**config.mk**
```make
export PLATFORM = sky130hd
export DESIGN_NAME = seq_alu
export DESIGN_NICKNAME = d
export VERILOG_FILES = /design/src/rtl/seq_alu.sv
export SDC_FILE = /design/constraint.sdc
export NUM_CORES = 1
export LEC_CHECK = 0
export ABC_AREA = 1
export CAP_MARGIN = 20
export CORE_AREA = 2 2 176 161
export DETAILED_ROUTE_END_ITERATION = 12
export DIE_AREA = 0 0 178 163
export PLACE_DENSITY = 0.75
export REMOVE_ABC_BUFFERS = 1
export SETUP_SLACK_MARGIN = 0.15
export SLEW_MARGIN = 10
export SYNTH_ARGS = -nofsm -noshare
export SYNTH_HDL_FRONTEND = slang
export SYNTH_SLANG_ARGS = --single-unit
export TNS_END_PERCENT = 5
```
**constraint.sdc**
```tcl
create_clock -name clk -period 5.1 [get_ports clk]
set_clock_uncertainty 0.2 [all_clocks]
set_input_delay 1.275 -clock clk [delete_from_list [all_inputs] [get_ports clk]]
set_output_delay 1.275 -clock clk [all_outputs]
set_load 0.1 [all_outputs]
```
**src/rtl/seq_alu.sv**
```systemverilog
// seq_alu: multi-cycle ALU for the MIPS datapath.
// Logic/arithmetic ops complete in one cycle; unsigned DIV/MOD run on a
// restoring divider that resolves one quotient bit per clock. A start/done
// handshake fronts the block and busy stalls the control FSM.
module seq_alu #(
  parameter int WIDTH = 32
) (
  input  logic             clk,
  input  logic             reset,
  input  logic             start,
  input  logic [2:0]       alu_ctr,
  input  logic [WIDTH-1:0] alu_src1,
  input  logic [WIDTH-1:0] alu_src2,
  output logic [WIDTH-1:0] alu_result,
  output logic             zero_bit,
  output logic             done,
  output logic             busy,
  output logic             div_by_zero
);

  localparam int CW = $clog2(WIDTH + 1);
  localparam logic [CW-1:0] COUNT_INIT = CW'(WIDTH);
  localparam logic [CW-1:0] COUNT_ONE  = CW'(1);

  typedef enum logic [1:0] {
    IDLE   = 2'd0,
    DIVIDE = 2'd1,
    DONE   = 2'd2
  } state_t;

  state_t           state_reg, state_next;
  logic [WIDTH:0]   rem_reg, rem_next;      // partial remainder, one guard bit
  logic [WIDTH-1:0] quo_reg, quo_next;      // dividend shifts out, quotient shifts in
  logic [WIDTH-1:0] divisor_reg, divisor_next;
  logic             is_mod_reg, is_mod_next;
  logic [CW-1:0]    count_reg, count_next;
  logic [WIDTH-1:0] result_reg, result_next;
  logic             zero_reg, zero_next;
  logic             dbz_reg, dbz_next;

  logic [WIDTH-1:0] op_result;
  logic [WIDTH+1:0] trial;
  logic             trial_neg;
  logic [WIDTH:0]   step_rem;
  logic [WIDTH-1:0] step_quo;
  logic             is_div_op;

  assign alu_result  = result_reg;
  assign zero_bit    = zero_reg;
  assign div_by_zero = dbz_reg;
  assign done        = (state_reg == DONE);
  assign busy        = (state_reg != IDLE);

  // 101 (DIV) and 111 (MOD) are the only iterative opcodes; bit 1 picks MOD.
  assign is_div_op = alu_ctr[2] & alu_ctr[0];

  // Single-cycle datapath, evaluated on the live operands.
  always_comb begin
    op_result = '0;
    case (alu_ctr)
      3'b000:  op_result = alu_src1 & alu_src2;
      3'b001:  op_result = alu_src1 | alu_src2;
      3'b010:  op_result = alu_src1 + alu_src2;
      3'b011:  op_result = alu_src1 ^ alu_src2;
      3'b100:  op_result = ~(alu_src1 | alu_src2);
      3'b110:  op_result = alu_src1 - alu_src2;
      default: op_result = '0;
    endcase
  end

  // One restoring step: shift {rem, quo} left, trial-subtract the divisor,
  // keep the difference only when it did not go negative.
  always_comb begin
    trial     = {rem_reg, quo_reg[WIDTH-1]} - {2'b00, divisor_reg};
    trial_neg = trial[WIDTH+1];
    step_rem  = trial_neg ? {rem_reg[WIDTH-1:0], quo_reg[WIDTH-1]} : trial[WIDTH:0];
    step_quo  = {quo_reg[WIDTH-2:0], ~trial_neg};
  end

  // Next-state and datapath-load logic; every register holds by default.
  always_comb begin
    state_next   = state_reg;
    rem_next     = rem_reg;
    quo_next     = quo_reg;
    divisor_next = divisor_reg;
    is_mod_next  = is_mod_reg;
    count_next   = count_reg;
    result_next  = result_reg;
    dbz_next     = dbz_reg;
    case (state_reg)
      IDLE: begin
        if (start) begin
          if (is_div_op) begin
            if (alu_src2 == '0) begin
              // Divide by zero: no iteration, DIV saturates, MOD returns A.
              result_next = alu_ctr[1] ? alu_src1 : '1;
              dbz_next    = 1'b1;
              state_next  = DONE;
            end else begin
              divisor_next = alu_src2;
              is_mod_next  = alu_ctr[1];
              rem_next     = '0;
              quo_next     = alu_src1;
              count_next   = COUNT_INIT;
              state_next   = DIVIDE;
            end
          end else begin
            result_next = op_result;
            dbz_next    = 1'b0;
            state_next  = DONE;
          end
        end
      end
      DIVIDE: begin
        rem_next   = step_rem;
        quo_next   = step_quo;
        count_next = count_reg - COUNT_ONE;
        if (count_reg == COUNT_ONE) begin
          result_next = is_mod_reg ? step_rem[WIDTH-1:0] : step_quo;
          dbz_next    = 1'b0;
          state_next  = DONE;
        end
      end
      DONE: begin
        state_next = IDLE;
      end
      default: begin
        state_next = IDLE;
      end
    endcase
    // result_reg and zero_reg always move together, so this tracks the result.
    zero_next = ~|result_next;
  end

  // State and datapath registers with synchronous reset.
  always_ff @(posedge clk) begin
    if (reset) begin
      state_reg   <= IDLE;
      rem_reg     <= '0;
      quo_reg     <= '0;
      divisor_reg <= '0;
      is_mod_reg  <= 1'b0;
      count_reg   <= '0;
      result_reg  <= '0;
      zero_reg    <= 1'b1;
      dbz_reg     <= 1'b0;
    end else begin
      state_reg   <= state_next;
      rem_reg     <= rem_next;
      quo_reg     <= quo_next;
      divisor_reg <= divisor_next;
      is_mod_reg  <= is_mod_next;
      count_reg   <= count_next;
      result_reg  <= result_next;
      zero_reg    <= zero_next;
      dbz_reg     <= dbz_next;
    end
  end

endmodule

```
# Word level (Yosys, flattened, before mapping)
# Index checks and enable logic that the tools add are counted.
# classes
add_sub_neg	4
n_eq_ne	13
muxes	31
bitwise_logic	7
reduce_logical	11
# ops
cell	count
$mux 32	9
$pmux 32 s6	1
$mux 33	4
$pmux 32 s2	2
$pmux 33 s2	1
$sub 34x32->34	1
$add 32x32->32	1
$and 32x32->32	1
$logic_not 32->1	1
$not 32->32	1
$or 32x32->32	1
$reduce_or 32->1	1
$sub 32x32->32	1
$xor 32x32->32	1
$mux 6	3
$pmux 6 s2	1
$reduce_and 4->1	3
$mux 2	4
$ne 2x2->1 const B	4
$eq 3x2->1 const B	2
$eq 3x3->1 const B	2
$eq 6x1->1 const B	1
$sub 6x1->6 const B	1
$mux 1	4
13 further kinds	15
# totals
reg_bits	140
out_inout_bits	36
elab_cells	75

# Depth between registers and ports, before layout
# Gate-level depths: netlist of run 1.
# depth
ltp_word	8
mapped_depth	32
mapped_depth_nobuf	32

# Worst setup path before layout of run 1
# OpenSTA, ideal clock, no wires.
# synth_path
kind	input to register
from	input alu_src2[1]
to	register zero_reg, in the netlist zero_bit
arrival_ps	4438
path_slack_ps	394
stages	32
n_path_buf	0
path_cell_list	inv_1 > ha_1 > inv_1 > nor3_2 > nand3_1 > nor2_2 > nand2_1 > nor2_1 > nand4_1 > nor4_1 > a31oi_1 > xor2_1 > ha_1 > nand2_1 > nor2_1 > inv_1 > nor2_1 > nand2_1 > and2_1 > nand2_1 > nand2_1 > nand3_1 > nand2_1 > nand2_1 > nand2_1 > nand2_1 > nand2_1 > nor2_1 > nand2_1 > nor2_1 > nand2_1 > o21bai_2
# synth_between
elab_chain_cells	8
elab_cells_between_ends	14
classes_between	2 x add/sub; 5 x mux; 4 x bitwise; 3 x reduce/logical
# synth_rtl
item	line_no	rtl
start: declaration	13	input logic [WIDTH-1:0] alu_src2,
parallel branches: the longest is 3 deep, another holds $sub 32x32->32	n/a	
$mux 32 *	93	if (is_div_op) begin
$mux 32 *	92	if (start) begin
$pmux 32 s2 *	90	case (state_reg)
$reduce_or 32->1 *	132	zero_next = ~|result_next;
$logic_not 1->1 *	132	
end signal: assignment	155	zero_reg <= zero_next;
end: declaration	38	logic zero_reg, zero_next;
# Every way passes the cells marked *.
# A chain may end at the register's enable or synchronous reset.

# Worst setup path after layout of run 1
# layout_path
from	input alu_ctr[1]
to	register zero_reg, in the netlist zero_bit
# layout_between
elab_chain_cells	7
elab_cells_between_ends	14
classes_between	5 x eq/ne; 6 x mux; 3 x reduce/logical
# layout_rtl
item	line_no	rtl
start: declaration	11	input logic [2:0] alu_ctr,
$eq 3x3->1 (tied with other cells)	60	case (alu_ctr)
$pmux 32 s6 or $mux 32 (tied branches)	60, 94	
$mux 32 *	93	
$mux 32 *	92	
$pmux 32 s2 *	90	
$reduce_or 32->1 *	132	
$logic_not 1->1 *	132	
# Every way passes the cells marked *; elsewhere a longest branch is shown, timed or not.

==> flow_summary_export.csv, run 1 <==
group,metric,value,unit
placement,place_congestion,0.9727,
sta,final-max-slew-violation-count,0,
detailed_routing,drc,0,
clocking,clock_sinks,140,
sta,worstMarginPinSlew,1.049,ns
final_layout,fillers,2504,
sta,post-route-period-util,99.38,%
worst_setup_path,endpoint,"zero_bit",
sta,hold_violations,0,
sta,fmax,0.1973,GHz
power_and_ir_drop,p_per_area,286.5,mW/mm^2
worst_setup_path,reg2reg_depth,26,
synth,ys_types,54,
worst_setup_path,crit_path_start,"alu_ctr[1]",
final_layout,fin_util,67.47,%
global_routing,grt_max_degree,73,
final_layout,syn_to_final_growth,24.96,%
synth,synth_edf_count,0,
synth,synth_area,0.01477,sq mm
worst_setup_path,critPathKind,"input pin to register",
final_layout,stdcell_count,3173,
power_and_ir_drop,p_leak,9.006,nW
detailed_routing,totalWireLength,58.22,mm
final_layout,antennaDiodeCount,0,
clocking,clk_path_buf_depth,2,
clocking,cts-buffers-inserted,17,
detailed_routing,initialDrtViolationCount,2076,
detailed_routing,vias,18401,
synth,netlist_instances,2540,
worst_setup_path,cpMaxStageDelayCell,"clkdlybuf4s50_1",
detailed_routing,detail-route-antenna-nets,0,
global_routing,globalRouteTotalUtil,39.21,%
final_layout,ff_latch_area,0.002803,sq mm
final_layout,drive_above_1_share,13.22,%
run,maxCapViolations,0,
floorplanning,fp.coreArea,0.02736,sq mm
worst_setup_path,critPathBufInv,7,
final_layout,largest_register_ffs,33,
floorplanning,die_x,178,um
clocking,cts.clk_slew.worst_paths,0.06,ns
synth,ys_ff_latch,140,
sta,layout_setup_ws,0.03185,ns
synth,seq_area_frac_synth,18.97,%
final_layout,final_common_cell,"nand2_1",
power_and_ir_drop,ir_worst_vdd,0.0003307,V
clocking,postCtsHoldBufs,0,
clocking,htreeDepth,4,
worst_setup_path,end_kind,"register",
synth,ys_async_sr_fraction,0,%
floorplanning,row_count,58,
floorplanning,io_pins,106,
floorplanning,die_y,163,um
worst_setup_path,crit_top_cell,"nand2_1",
detailed_routing,vias_per_cell,5.799,
worst_setup_path,timing.rr.start,"quo_reg[31]",
global_routing,grt_pass1_vias,16972,
placement,postPlaceCellArea,0.01750,sq mm
clocking,cts_tree,"built",
floorplanning,dieArea,0.02901,sq mm
placement,post-place-ws,-0.6143,ns
worst_setup_path,crit_arrival,5.23,ns
worst_setup_path,max_stage_delay,0.54,ns
synth,synthFlopType,"dfxtp_1",
placement,place_inst,3129,
sta,finalSetupViolations,0,
worst_setup_path,start_kind,"input pin",
global_routing,antenna_found_initial,1,
final_layout,multiInputGateArea,0.01044,sq mm
clocking,clk_latency,0.43,ns
worst_setup_path,r2r_setup_slack,1.41,ns
outcome,status,"complete, no violations",
sta,slew_headroom,29.88,%
final_layout,finish.net_count,3002,
floorplanning,start_util,54.00,%
placement,port_buffers,105,
global_routing,overflow,0,
clocking,cts_root_buf,"clkbuf_16",
detailed_routing,post_drt_wl_per_cell,18.35,um
synth,postSynthAreaPerCell,5.816,sq um
sta,period_minus_slack,5.068,ns
sta,rsz0062_at_grt,"yes",
synth,yosysWarnings,0,
min_path,hold_path_class,"register to register",
worst_setup_path,cp.required,5.26,ns
worst_setup_path,cp_top_family,"simple AND/OR/NAND/NOR gates",
worst_setup_path,cp_max_fo,9,
placement,hpwl,45.59,mm
worst_setup_path,cp.depth,28,
detailed_routing,drtPass1Iterations,6,
global_routing,grt_pass1_wl,89.00,mm
final_layout,final_cell_mix,"nand2_1 (809), inv_1 (328), buf_4 (226), a21oi_1 (211), nand3_1 (203)",
final_layout,stdcell_area,0.01846,sq mm
worst_setup_path,rr_endpoint,"zero_bit",
sta,whs,0.2728,ns
[synthesized netlist by cell type, drive strengths merged (8+ instances only)]
cell type,instances,area (sq um)
a211oi,16,120.1
a21oi,217,1090
a31oi,44,275.3
buf,26,183.9
clkbuf,66,269.0
dfxtp,140,2803
ha,130,1627
inv,343,1287
nand2,838,3242
nand3,215,1116
nand3b,11,82.58
nand4,25,156.4
nor2,205,807.0
nor3,15,85.08
o2111ai,12,105.1
o21a,10,75.07
o21ai,132,660.6
o21bai,10,78.82
or2,8,50.05
xnor2,18,157.7
xor2,30,262.8
[worst min-delay path by stage]
stage,end,cells past startpoint,start,slack [ns]
after floorplan,quo_reg[31],2,quo_reg[31],0.24
after global placement,count_reg[3],2,count_reg[3],0.26
after detailed placement,div_by_zero,2,div_by_zero,0.26
after CTS,div_by_zero,2,div_by_zero,0.28
after global routing,rem_reg[26],2,rem_reg[26],0.31
final,div_by_zero,2,div_by_zero,0.27
[tightest hold or removal path: stages (launching register included)]
cell and delay [ns]:
dfxtp_1 0.31, nand3_1 0.07, nand2_1 0.05
[cells by family (layout without fill, tap and decap cells)]
kind of cell    count (synthesis)  after routing  share of synthesized area [%]
simple gates                 1324           1324                          37.80
compound gates                459            459                          17.24
buf+inv                       437            710                          11.87
flops                         140            140                          18.97
fa+ha+maj                     132            132                          11.28
xor+xnor                       48             48                          2.846
[timing repair]
| action | in CTS | in global routing |
|---|---|---|
| endpoints found under the setup margin | 4 | 18 |
| pin swaps | 1 | 35 |
| cloned | 0 | 0 |
| gates resized for setup | 11 | 80 |
| setup buffers | 1 | 10 |
[area by class of cell]
cell class	instances	share of cell area [%]
Sequential cell	140	15.18
Inverter	344	7.049
Multi-Input combinational cell	1963	56.55
Tap cell	360	2.440
Timing Repair Buffer	334	15.53
Clock buffer	19	2.345
Clock inverter	13	0.9015
[routing by layer]
layer	track usage (%)	wire length, um	share of wire (%)	vias up
li1	-	-	-	8736
met1	52.17	24260	42	8429
met2	63.28	25820	44	1046
met3	5.252	5375	9.2	188
met4	17.06	2751	4.7	2
met5	0	7	0.012	-
[power by group]
group	internal, W	leakage, nW	switching, W
Clock	0.000773	0.284	0.000520
Sequential	0.00116	1.14	0.0000681
Combinational	0.000929	7.58	0.00184
[metrics by stage]
stage                     power (W)  TNS [ns]
after floorplan            0.002960    -79.75
after global placement     0.003838    -2.539
after detailed placement   0.003881    -3.348
after CTS                  0.005178  -0.07656
after global routing       0.005566   -0.2850
final                      0.005289         0
(Power assumes the default switching activity.)
==> inputs of run 2 (changes only) <==
--- a/config.mk
+++ b/config.mk
@@ -13,7 +13,8 @@
 export PLACE_DENSITY = 0.75
 export REMOVE_ABC_BUFFERS = 1
 export SETUP_SLACK_MARGIN = 0.15
-export SLEW_MARGIN = 10
+export SKIP_CTS_REPAIR_TIMING = 1
+export SLEW_MARGIN = 40
 export SYNTH_ARGS = -nofsm -noshare
 export SYNTH_HDL_FRONTEND = slang
 export SYNTH_SLANG_ARGS = --single-unit
==> run 2 against run 1 <==
  * First-iteration DRC count increased by 2.3%
  * Global-route usage decreased by 0.25 points
  * Die area unchanged
  * Sequential share of layout area increased by 0.15 points
  * Routed wire length decreased by 0.15%
  * Utilization decreased by 0.65 points
  * Clock power decreased by 5%
  * Sequential cell count unchanged
==> flow_summary_export.csv, run 2 (same netlist as run 1, synthesis figures left out) <==
group,metric,value,unit
outcome,status,"complete, no violations",
sta,layout_setup_ws,0.1054,ns
sta,finalSetupViolations,0,
placement,port_buffers,105,
floorplanning,die_y,163,um
clocking,clk_path_buf_depth,2,
global_routing,overflow,0,
sta,post-route-period-util,97.93,%
floorplanning,start_util,54.00,%
power_and_ir_drop,p_seq_share,23.6,%
sta,whs,0.2702,ns
global_routing,antenna_found_initial,0,
power_and_ir_drop,p_int,0.002763,W
clocking,clk_latency,0.43,ns
final_layout,final_common_cell,"nand2_1",
final_layout,fillers,2525,
global_routing,globalRouteTotalUtil,38.96,%
worst_setup_path,start_kind,"input pin",
final_layout,largest_register_ffs,33,
power_and_ir_drop,ir_worst_vdd,0.0002700,V
worst_setup_path,critPathKind,"input pin to register",
clocking,htreeDepth,4,
floorplanning,fp.coreArea,0.02736,sq mm
global_routing,grt_pass1_vias,17059,
detailed_routing,initialDrtViolationCount,2123,
sta,rsz0062_at_grt,"yes",
global_routing,grt_max_degree,73,
power_and_ir_drop,switching_share,46.88,%
sta,setup_tns,0,ns
placement,place_inst,3129,
power_and_ir_drop,p_leak,9.026,nW
sta,final-max-slew-violation-count,0,
global_routing,grt_pass1_wl,88.60,mm
worst_setup_path,crit_arrival,5.16,ns
final_layout,stdcell_count,3172,
power_and_ir_drop,combPwrFrac,52.8,%
final_layout,syn_to_final_growth,23.76,%
power_and_ir_drop,p_clk_share,23.6,%
power_and_ir_drop,p_switching,0.002439,W
power_and_ir_drop,finalPower,0.005203,W
placement,post-place-ws,-0.6112,ns
final_layout,final_cell_mix,"nand2_1 (808), inv_1 (326), buf_4 (226), a21oi_1 (211), nand3_1 (203)",
detailed_routing,drc,0,
sta,slew_headroom,46.30,%
clocking,clock_sinks,140,
floorplanning,dieArea,0.02901,sq mm
clocking,cts_root_buf,"clkbuf_16",
detailed_routing,post_drt_wl_per_cell,18.33,um
sta,hold_violations,0,
detailed_routing,vias,18305,
final_layout,antennaDiodeCount,0,
floorplanning,io_pins,106,
run,maxCapViolations,0,
clocking,cts.clk_slew.worst_paths,0.07,ns
power_and_ir_drop,p_per_area,284.6,mW/mm^2
worst_setup_path,end_kind,"register",
placement,place_congestion,0.9727,
floorplanning,die_x,178,um
final_layout,finish.net_count,3001,
detailed_routing,totalWireLength,58.13,mm
clocking,cts-buffers-inserted,17,
detailed_routing,drtPass1Iterations,6,
min_path,hold_path_class,"register to register",
clocking,cts_tree,"built",
worst_setup_path,cp_max_fo,9,
final_layout,drive_above_1_share,14.72,%
worst_setup_path,cp.required,5.26,ns
detailed_routing,vias_per_cell,5.771,
placement,hpwl,45.55,mm
sta,worstMarginPinSlew,0.8055,ns
sta,fmax,0.2002,GHz
sta,period_minus_slack,4.995,ns
detailed_routing,detail-route-antenna-nets,0,
floorplanning,row_count,58,
==> run 2: cell types whose count changed in the layout (fill, tap and decap cells not counted), sizes merged <==
cell,previous run,this run
dlymetal6s2s,10,8
buf,234,266
clkinv,6,4
inv,345,348
clkbuf,19,20
clkinvlp,3,4
bufinv,3,1
clkdlybuf4s50,90,58
==> run 2: final cells by class <==
type	count	area, sq um	share of cell area, %
multi-input cells	1963	10480	57.30
flip-flops and latches	140	2803	15.33
repair buffers	333	2679	14.65
inverters	344	1299	7.104
well taps	360	450.4	2.464
clock buffers	19	442.9	2.423
clock inverters	13	132.6	0.7254
==> run 2: per-layer routing <==
metal / vias to the layer above / part of all wire, % / global-route usage [%] / routed length (um)
met2: 975 / 45 / 62.46 / 25920
met3: 195 / 8.4 / 4.435 / 4855
li1: 8747 / - / - / -
met1: 8388 / 42 / 52.31 / 24470
met4: 0 / 5.0 / 17.85 / 2892
met5: - / 0 / 0 / 0
==> run 2: metrics by stage <==
stage	area [sq um]	utilization (%)
after detailed placement	17330	63.36
after global placement	17500	63.98
after global routing	18280	66.83
after CTS	17910	65.46
final	18280	66.83
after floorplan	14310	-
==> run 2: path summary, 6_finish.rpt <==
path,start,endpoint,slack [ns],cells after the start
worst max-delay path,alu_ctr[1],zero_bit,0.11,28
worst min-delay path,div_by_zero,div_by_zero,0.27,2
worst max register to register,quo_reg[31],zero_bit,1.49,26
worst min register to register,div_by_zero,div_by_zero,0.27,2
==> run 2: critical path, cell delays in order <==
cell,delay (ns)
clkdlybuf4s50_1,0.55
inv_1,0.10
nor2_2,0.12
nand2_1,0.10
buf_12,0.16
buf_4,0.17
nand2_1,0.13
buf_4,0.12
o21ai_0,0.09
xor2_1,0.16
ha_1,0.43
nand2_1,0.19
buf_4,0.18
nor3_2,0.19
nand3_1,0.13
nand3_1,0.09
nand2_1,0.05
nand3_1,0.11
nand2_1,0.09
nand2_1,0.07
nand2_1,0.05
nand2_1,0.07
nand2_1,0.05
nor2_1,0.09
nand2_1,0.08
nor2_2,0.11
nand2_1,0.07
o21bai_2,0.12
==> run 2: power by group through the flow <==
stage / clock (W) / combinational (W) / sequential (W)
after floorplan: 0 / 0.00156 / 0.00140
after global placement: 0 / 0.00259 / 0.00125
after detailed placement: 0 / 0.00261 / 0.00125
after CTS: 0.00123 / 0.00263 / 0.00122
after global routing: 0.00127 / 0.00299 / 0.00123
final: 0.00123 / 0.00275 / 0.00123
